===== src/rtl/pipe_stage_buf_if.sv =====
// Valid/ready handshake bundle for one elastic pipeline stage: upstream push side
// and downstream pop side. The stage itself uses the slave modport.
interface pipe_stage_buf_if #(
    parameter int DATA_W = 128
) ();
    logic              in_valid;
    logic              in_ready;
    logic [DATA_W-1:0] in_data;
    logic              out_valid;
    logic              out_ready;
    logic [DATA_W-1:0] out_data;

    modport master (
        output in_valid, in_data, out_ready,
        input  in_ready, out_valid, out_data
    );

    modport slave (
        input  in_valid, in_data, out_ready,
        output in_ready, out_valid, out_data
    );
endinterface


===== src/rtl/pipe_stage_buf.sv =====
// Elastic inter-stage register: DEPTH-entry circular FIFO with valid/ready on both
// sides, synchronous flush, and BUBBLE_VAL shown downstream when empty.
// Optional stall/bubble counters are compiled in with `define PIPE_STAGE_PERF_EN.
module pipe_stage_buf #(
    parameter int                DATA_W     = 128,
    parameter int                DEPTH      = 2,
    parameter logic [DATA_W-1:0] BUBBLE_VAL = {DATA_W{1'b0}},
    localparam int               CNT_W      = $clog2(DEPTH + 1)
) (
    input  logic             clk,
    input  logic             rst,
    input  logic             flush,
    pipe_stage_buf_if.slave  bus,
    output logic [CNT_W-1:0] count
`ifdef PIPE_STAGE_PERF_EN
    ,
    output logic [31:0]      stall_cycles,
    output logic [31:0]      bubble_cycles
`endif
);

    // DEPTH=1 still needs a one-bit pointer even though it never leaves 0.
    localparam int PTR_W = (DEPTH > 1) ? $clog2(DEPTH) : 1;

    logic [DATA_W-1:0] storage [DEPTH];
    logic [PTR_W-1:0]  wr_ptr;
    logic [PTR_W-1:0]  rd_ptr;
    logic              push;
    logic              pop;

    function automatic logic [PTR_W-1:0] ptr_next(input logic [PTR_W-1:0] p);
        if (p == PTR_W'(DEPTH - 1))
            return '0;
        else
            return p + PTR_W'(1);
    endfunction

    function automatic logic [31:0] sat_inc(input logic [31:0] v);
        return (v == 32'hFFFF_FFFF) ? v : v + 32'd1;
    endfunction

    // in_ready is a pure function of registered occupancy, so there is no
    // combinational path from out_ready back upstream.
    assign bus.in_ready  = (count != CNT_W'(DEPTH));
    assign bus.out_valid = (count != '0);
    assign bus.out_data  = bus.out_valid ? storage[rd_ptr] : BUBBLE_VAL;

    assign push = bus.in_valid & bus.in_ready;
    assign pop  = bus.out_valid & bus.out_ready;

    always_ff @(posedge clk) begin
        if (rst) begin
            count  <= '0;
            wr_ptr <= '0;
            rd_ptr <= '0;
        end else if (flush) begin
            count  <= '0;
            wr_ptr <= '0;
            rd_ptr <= '0;
        end else begin
            if (push)
                wr_ptr <= ptr_next(wr_ptr);
            if (pop)
                rd_ptr <= ptr_next(rd_ptr);
            count <= count + CNT_W'(push) - CNT_W'(pop);
        end
    end

    // Flush only rewinds the pointers; stale entries stay but can never be read.
    always_ff @(posedge clk) begin
        if (rst) begin
            for (int i = 0; i < DEPTH; i++)
                storage[i] <= BUBBLE_VAL;
        end else if (!flush && push) begin
            storage[wr_ptr] <= bus.in_data;
        end
    end

`ifdef PIPE_STAGE_PERF_EN
    always_ff @(posedge clk) begin
        if (rst) begin
            stall_cycles  <= '0;
            bubble_cycles <= '0;
        end else begin
            if (bus.out_valid && !bus.out_ready && !flush)
                stall_cycles <= sat_inc(stall_cycles);
            if (!bus.out_valid)
                bubble_cycles <= sat_inc(bubble_cycles);
        end
    end
`endif

endmodule


===== src/flat_wrapper.sv =====
// flat-port wrapper written by rule: the top's interface ports become plain ports
module pipe_stage_buf_flat 
#(
    parameter int                DATA_W     = 128,
    parameter int                DEPTH      = 2,
    parameter logic [DATA_W-1:0] BUBBLE_VAL = {DATA_W{1'b0}},
    localparam int               CNT_W      = $clog2(DEPTH + 1)
)
  (clk, rst, flush, count, bus_in_valid, bus_in_data, bus_out_ready, bus_in_ready, bus_out_valid, bus_out_data);
  pipe_stage_buf_if #(.DATA_W(DATA_W)) bus_i ();
  input  logic clk;
  input  logic rst;
  input  logic flush;
  output logic [CNT_W-1:0] count;
  input wire logic [$bits(bus_i.in_valid)-1:0] bus_in_valid;
  input wire logic [$bits(bus_i.in_data)-1:0] bus_in_data;
  input wire logic [$bits(bus_i.out_ready)-1:0] bus_out_ready;
  output wire logic [$bits(bus_i.in_ready)-1:0] bus_in_ready;
  output wire logic [$bits(bus_i.out_valid)-1:0] bus_out_valid;
  output wire logic [$bits(bus_i.out_data)-1:0] bus_out_data;
  assign bus_i.in_valid = bus_in_valid;
  assign bus_i.in_data = bus_in_data;
  assign bus_i.out_ready = bus_out_ready;
  assign bus_in_ready = bus_i.in_ready;
  assign bus_out_valid = bus_i.out_valid;
  assign bus_out_data = bus_i.out_data;
  pipe_stage_buf #(.DATA_W(DATA_W), .DEPTH(DEPTH), .BUBBLE_VAL(BUBBLE_VAL)) u_core (.clk(clk), .rst(rst), .flush(flush), .bus(bus_i), .count(count));
endmodule

===== config.mk =====
export PLATFORM = sky130hd
export DESIGN_NAME = pipe_stage_buf_flat
export DESIGN_NICKNAME = d
export VERILOG_FILES = /design/src/rtl/pipe_stage_buf_if.sv /design/src/rtl/pipe_stage_buf.sv /design/src/flat_wrapper.sv
export SDC_FILE = /design/constraint.sdc
export NUM_CORES = 1
export LEC_CHECK = 0
export ABC_AREA = 1
export BUFFER_PORTS_ARGS = -buffer_cell sky130_fd_sc_hd__buf_2
export CAP_MARGIN = 20
export CORE_AREA = 2 2 149 151
export DETAILED_ROUTE_END_ITERATION = 16
export DIE_AREA = 0 0 151 153
export PLACE_DENSITY_LB_ADDON = 0.1
export REMOVE_ABC_BUFFERS = 1
export SLEW_MARGIN = 10
export SYNTH_ARGS = -nofsm -noshare
export SYNTH_HDL_FRONTEND = slang
export SYNTH_SLANG_ARGS = --single-unit

===== constraint.sdc =====
create_clock -name clk -period 5.5 [get_ports clk]
set_input_delay 0.55 -clock clk [delete_from_list [all_inputs] [get_ports clk]]
set_output_delay 0.55 -clock clk [all_outputs]
set_load 0.05 [all_outputs]

==> results of run 1 <==
==> flip-flops by register name, summed over array words and instances, names as in the netlist, named ones only <==
register / count
u_core.rd_ptr: 1
u_core.storage: 256
u_core.wr_ptr: 1
u_core.count: 2
==> power breakdown <==
part / switching [mW] / internal (mW) / leakage (nW)
clock network: 0.713 / 0.949 / 0.385
registers: 0.0346 / 2.29 / 2.70
logic: 0.416 / 0.126 / 3.20
==> final cells by class <==
cell class,count,area share (%)
Tap cell,280,2.559
Clock buffer,38,5.238
Antenna cell,1,0.01828
Timing Repair Buffer,275,10.73
Multi-Input combinational cell,668,20.20
Clock inverter,11,0.5302
Inverter,138,3.803
Sequential cell,261,56.92
==> layout by cell type (no fill, tap or decap) <==
cell       instances
dfxtp_1            4
diode_2            1
clkbuf_16         27
nor2_4             1
inv_1            135
clkinv_1           6
edfxtp_1         256
buf_12             2
buf_4              7
nand4_1            1
nor2_1           253
a21oi_1          129
nand2_1          264
o21ai_0            1
a21boi_4           1
dfxtp_4            1
inv_2              2
bufinv_16          1
nand2_4            3
nor2_2            11
inv_4              1
ha_1               2
clkbuf_1          11
buf_2            264
clkinv_2           4
nand3_1            2
buf_16             2
==> stage by stage <==
stage / setup WS, ns / utilization (%)
finish: 2.096 / 63.71
global route: 1.921 / 63.71
CTS: 1.865 / 63.44
detailed placement: 2.423 / 59.77
global placement: 2.447 / 59.77
floorplan: -2.996 / -
==> logic make-up (layout without fill, tap and decap cells) <==
logic type               Yosys count  count (layout)  share of synthesized area (%)
AO/OA/AOI/OAI                    131             131                          5.837
adder cells (fa/ha/maj)            2               2                         0.2182
buffers and inverters            208             462                          8.216
flip-flops                       261             261                          67.91
other                              0               1                              0
AND/OR/NAND/NOR                  535             535                          17.82
==> metal layers <==
layer / wire length (um) / up-vias
met1: 11280 / 3881
met4: 718 / 0
met2: 13050 / 278
met3: 1684 / 47
met5: 0 / -
li1: - / 4101
==> path summary, 6_finish.rpt <==
kind | end | slack (ns) | from | cells past startpoint
worst max-delay path | bus_out_data[118] | 2.10 | flop | 4
worst min register to register | u_core.wr_ptr | 0.51 | u_core.wr_ptr | 2
worst max register to register | u_core.storage[1][35] | 2.91 | u_core.count[1] | 5
worst min-delay path | u_core.count[0] | 0.30 | flush | 4
==> worst max-delay path, cell delays in order (launching register included) <==
cell	delay (ns)
dfxtp_4	0.91
buf_4	0.63
nand2_1	0.10
a21oi_1	0.31
buf_2	0.33
==> results.txt, run 1 <==
Root Buffer: clkbuf_16
Tot GR Track Use: 22.50%
first-pass GRT wire length: 40430 um
gr busiest metal: met2
layout overhead on the synthesized area: 19.37%
Critical Path Source Type: flop
power consumption: 4.530 mW
routability cong.: 0.8219
width of the chip: 151 um
Yosys cell types: 19
drt wl/cell: 15.99 um
setup bufs post-CTS: 0
DRT iter0 DRCs: 590
Setup Crit Path Kind: flop to primary output
Slew @ Worst Pin: 0.8924 ns
unrepaired setup endpoints after global routing: no
drt first pass iters: 5
initial antenna violation count: 1
pin count of the biggest net entering global routing: 130
synthesized flop and latch total: 261
Worst Skew: 0.008238 ns
GR Util met2: 37.21%
yosys warns: 0
most frequent cells after synthesis: 266 x nand2_1, 256 x edfxtp_1, 254 x nor2_1, 136 x inv_1, 129 x a21oi_1
die area: 0.02310 mm2
WL final: 26730 um
Final nets: 1506
core area: 0.02149 mm2
Via density: 4.968
number of routed nets with antenna violations: 0
Max Buffers Root-to-Sink: 3
share of cells above drive strength 1: 23.51%
GR Overflow Total: 0
top-count cell post-synth: nand2_1
fin cells: 1672
final worst path period share: 61.90%
cts hold-fix bufs: 0
dpl hpwl: 15650 um
area occupied by multi-input gates: 0.002765 mm2
htree depth: 1
fillcell total: 1834
met3 GRT Util: 3.134%
Initial Util: 53.37%
TritonCTS buffer count: 27
Placed Cells incl. Taps: 1620
PD cells: 330.9 mW/mm2
Synth Area per Inst: 10.09 um2
cell count after synthesis: 1137
Die Y: 153 um
Setup-failing EPs final: 0
Hold Crit Class: input pin to flop
Post-Route Setup TNS: 0 ns
leading area contributor after synthesis: edfxtp_1
CP Data Arrival Time: 2.85 ns
CTS tree: built
minimum clock period: 3.405 ns
Slew Limit Fails: 0
flip-flop and latch area: 0.007791 mm2
area post-placement: 0.01284 mm2
Leakage: 6.288 nW
met1 Use GR: 31.49%
worst ir drop on vdd: 209.5 uV
outcome: finished, final reports clean
Rows: 54
DR DRC count: 0
fmax: 293.7 MHz
number of global-route vias before repair: 7692
worst skew pair latency: 0.52 ns
Crit. End Element: primary output
Vias: 8307
Async S/R FF share, synth: 0%
Slew HR: 40.51%
fin area: 0.01369 mm2
post-synthesis sequential area ratio: 67.91%
IO Port Bufs: 264
max-cap viol count: 0
Final Hold Vio Count: 0
Worst Path Required: 4.95 ns
Cell Area, Synth: 0.01147 mm2
Worst-path clk slew: 0.06 ns
most used flip-flop cell after synthesis: edfxtp_1
top cells by area, synth: edfxtp_1 67%, nand2_1 8.7%, nor2_1 8.3%
I/O pin count: 265
share of the synthesized area in the top cell type: 67.04%
Max FO, Critical Path: 78
Worst Hold Margin: 0.3047 ns
number of flops mapped to enable cells by yosys: 256
CTS resizes: 0
CTS Sinks: 261
(Power assumes the default switching activity.)
==> run 2: changes to the inputs <==
CORE_AREA = 2 2 156 158   (was 2 2 149 151)
DIE_AREA = 0 0 158 160   (was 0 0 151 153)
clock period = 2.8 ns   (was 5.5 ns; I/O delays follow)
==> results.txt, run 2 (same netlist as run 1, synthesis figures left out) <==
drt wl/cell: 15.74 um
fillcell total: 2137
Setup-failing EPs final: 0
Root Buffer: clkbuf_16
first-pass GRT wire length: 41610 um
Setup Crit Path Kind: flop to primary output
layout overhead on the synthesized area: 21.66%
initial antenna violation count: 6
FF-to-FF Start: u_core.count[1]
DRT iter0 DRCs: 621
Worst Hold Margin: 0.04420 ns
I/O pin count: 265
worst ir drop on vdd: 522.5 uV
die area: 0.02528 mm2
FF-to-FF End: u_core.storage[1][43]
CTS Sinks: 261
Worst Skew: 0.003898 ns
max FFs per register: 256
IO Port Bufs: 264
routability cong.: 0.7973
area post-placement: 0.01301 mm2
max-cap viol count: 0
CTS tree: built
CP Data Arrival Time: 2.28 ns
dpl hpwl: 15430 um
Via density: 4.878
number of routed nets with antenna violations: 0
share of cells above drive strength 1: 24.37%
WHS Path Cells: 4
Vias: 8395
WL final: 27100 um
unrepaired setup endpoints after global routing: no
fmax: 390.4 MHz
Critical Path Source Type: flop
Top Registers: u_core.storage (256), u_core.count (2)
Slew @ Worst Pin: 0.7701 ns
Crit. End Element: primary output
minimum clock period: 2.562 ns
Largest Register: u_core.storage
Initial Util: 48.14%
core area: 0.02382 mm2
Max FO, Critical Path: 128
GR Overflow Total: 0
Die Y: 160 um
Leakage: 6.385 nW
PD cells: 672.4 mW/mm2
DR DRC count: 0
htree depth: 1
fin area: 0.01395 mm2
setup bufs post-CTS: 0
CTS resizes: 0
Max Buffers Root-to-Sink: 3
Hold Crit Class: input pin to flop
hold wc startpoint: flush
width of the chip: 158 um
number of global-route vias before repair: 8034
worst skew pair latency: 0.52 ns
Slew Limit Fails: 0
final worst path period share: 91.49%
cts hold-fix bufs: 0
Worst Path Required: 2.52 ns
Final Hold Vio Count: 0
Rows: 57
TritonCTS buffer count: 28
Worst-path clk slew: 0.06 ns
Tot GR Track Use: 21.03%
r2r worst-path depth: 4
Worst Hold End: u_core.count[0]
drt first pass iters: 5
Final nets: 1508
pin count of the biggest net entering global routing: 130
most frequent cells in the layout: 264 x nand2_1, 264 x buf_2, 256 x edfxtp_1, 253 x nor2_1, 135 x inv_1
outcome: finished, final reports clean
Worst R2R Setup Slack: 0.93 ns
Slew HR: 48.66%
-- run 2: changes by cell type in the layout (fill, tap and decap cells not counted), sizes merged --
cell	before	now
bufinv	1	4
clkinvlp	0	2
buf	275	276
inv	138	139
clkbuf	38	35
diode	1	2
-- run 2: worst max path at each step --
stage / cells after the start / end / slack [ns]
final: 4 / bus_out_data[118] / 0.24
after global routing: 5 / bus_out_data[67] / 0.22
after CTS: 5 / bus_out_data[67] / 0.30
after detailed placement: 5 / bus_out_data[67] / 0.87
after global placement: 4 / bus_out_data[118] / 0.88
after floorplan: 4 / u_core.storage[1][0] / -5.70
-- run 2: worst max-delay path, cell delays in order (launching register included) --
cell and delay (ns):
dfxtp_4 0.37, buf_12 0.36, nand2_1 0.12, a21oi_1 0.33, buf_2 0.33
-- run 2: metal layers --
metal | global-route usage (%) | wire length [um] | vias up
li1 | - | - | 4116
met1 | 29.16 | 11540 | 3943
met2 | 33.95 | 12940 | 275
met3 | 3.664 | 1807 | 55
met4 | 6.675 | 767 | 6
met5 | 0 | 41 | -
-- run 2: metrics by stage --
stage | total power, mW | TNS, ns | setup WS (ns) | cells | utilization (%)
final | 9.380 | 0 | 0.2384 | 1721 | 58.57
after global routing | 9.693 | 0 | 0.2228 | 1719 | 58.55
after CTS | 9.461 | 0 | 0.3012 | 1719 | 58.55
after detailed placement | 5.736 | 0 | 0.8691 | 1667 | 54.60
after global placement | 5.728 | 0 | 0.8795 | 1667 | 54.60
after floorplan | 5.381 | -1806.68 | -5.696 | 1067 | -
-- run 2: where the power goes --
group	switching [mW]	leakage, nW	internal (mW)
registers	0.0567	2.70	4.50
clock network	1.47	0.460	2.26
logic	0.832	3.22	0.259
total	2.36	6.38	7.02
-- run 2: layout make-up --
type	count	area, um2	share of cell area (%)
multi-input cells	668	2765	19.82
diodes	2	5.005	0.03587
clock inverters	17	191.4	1.372
inverters	138	520.5	3.731
repair buffers	276	1524	10.92
well taps	324	405.4	2.906
clock buffers	35	748.2	5.363
flip-flops and latches	261	7791	55.85
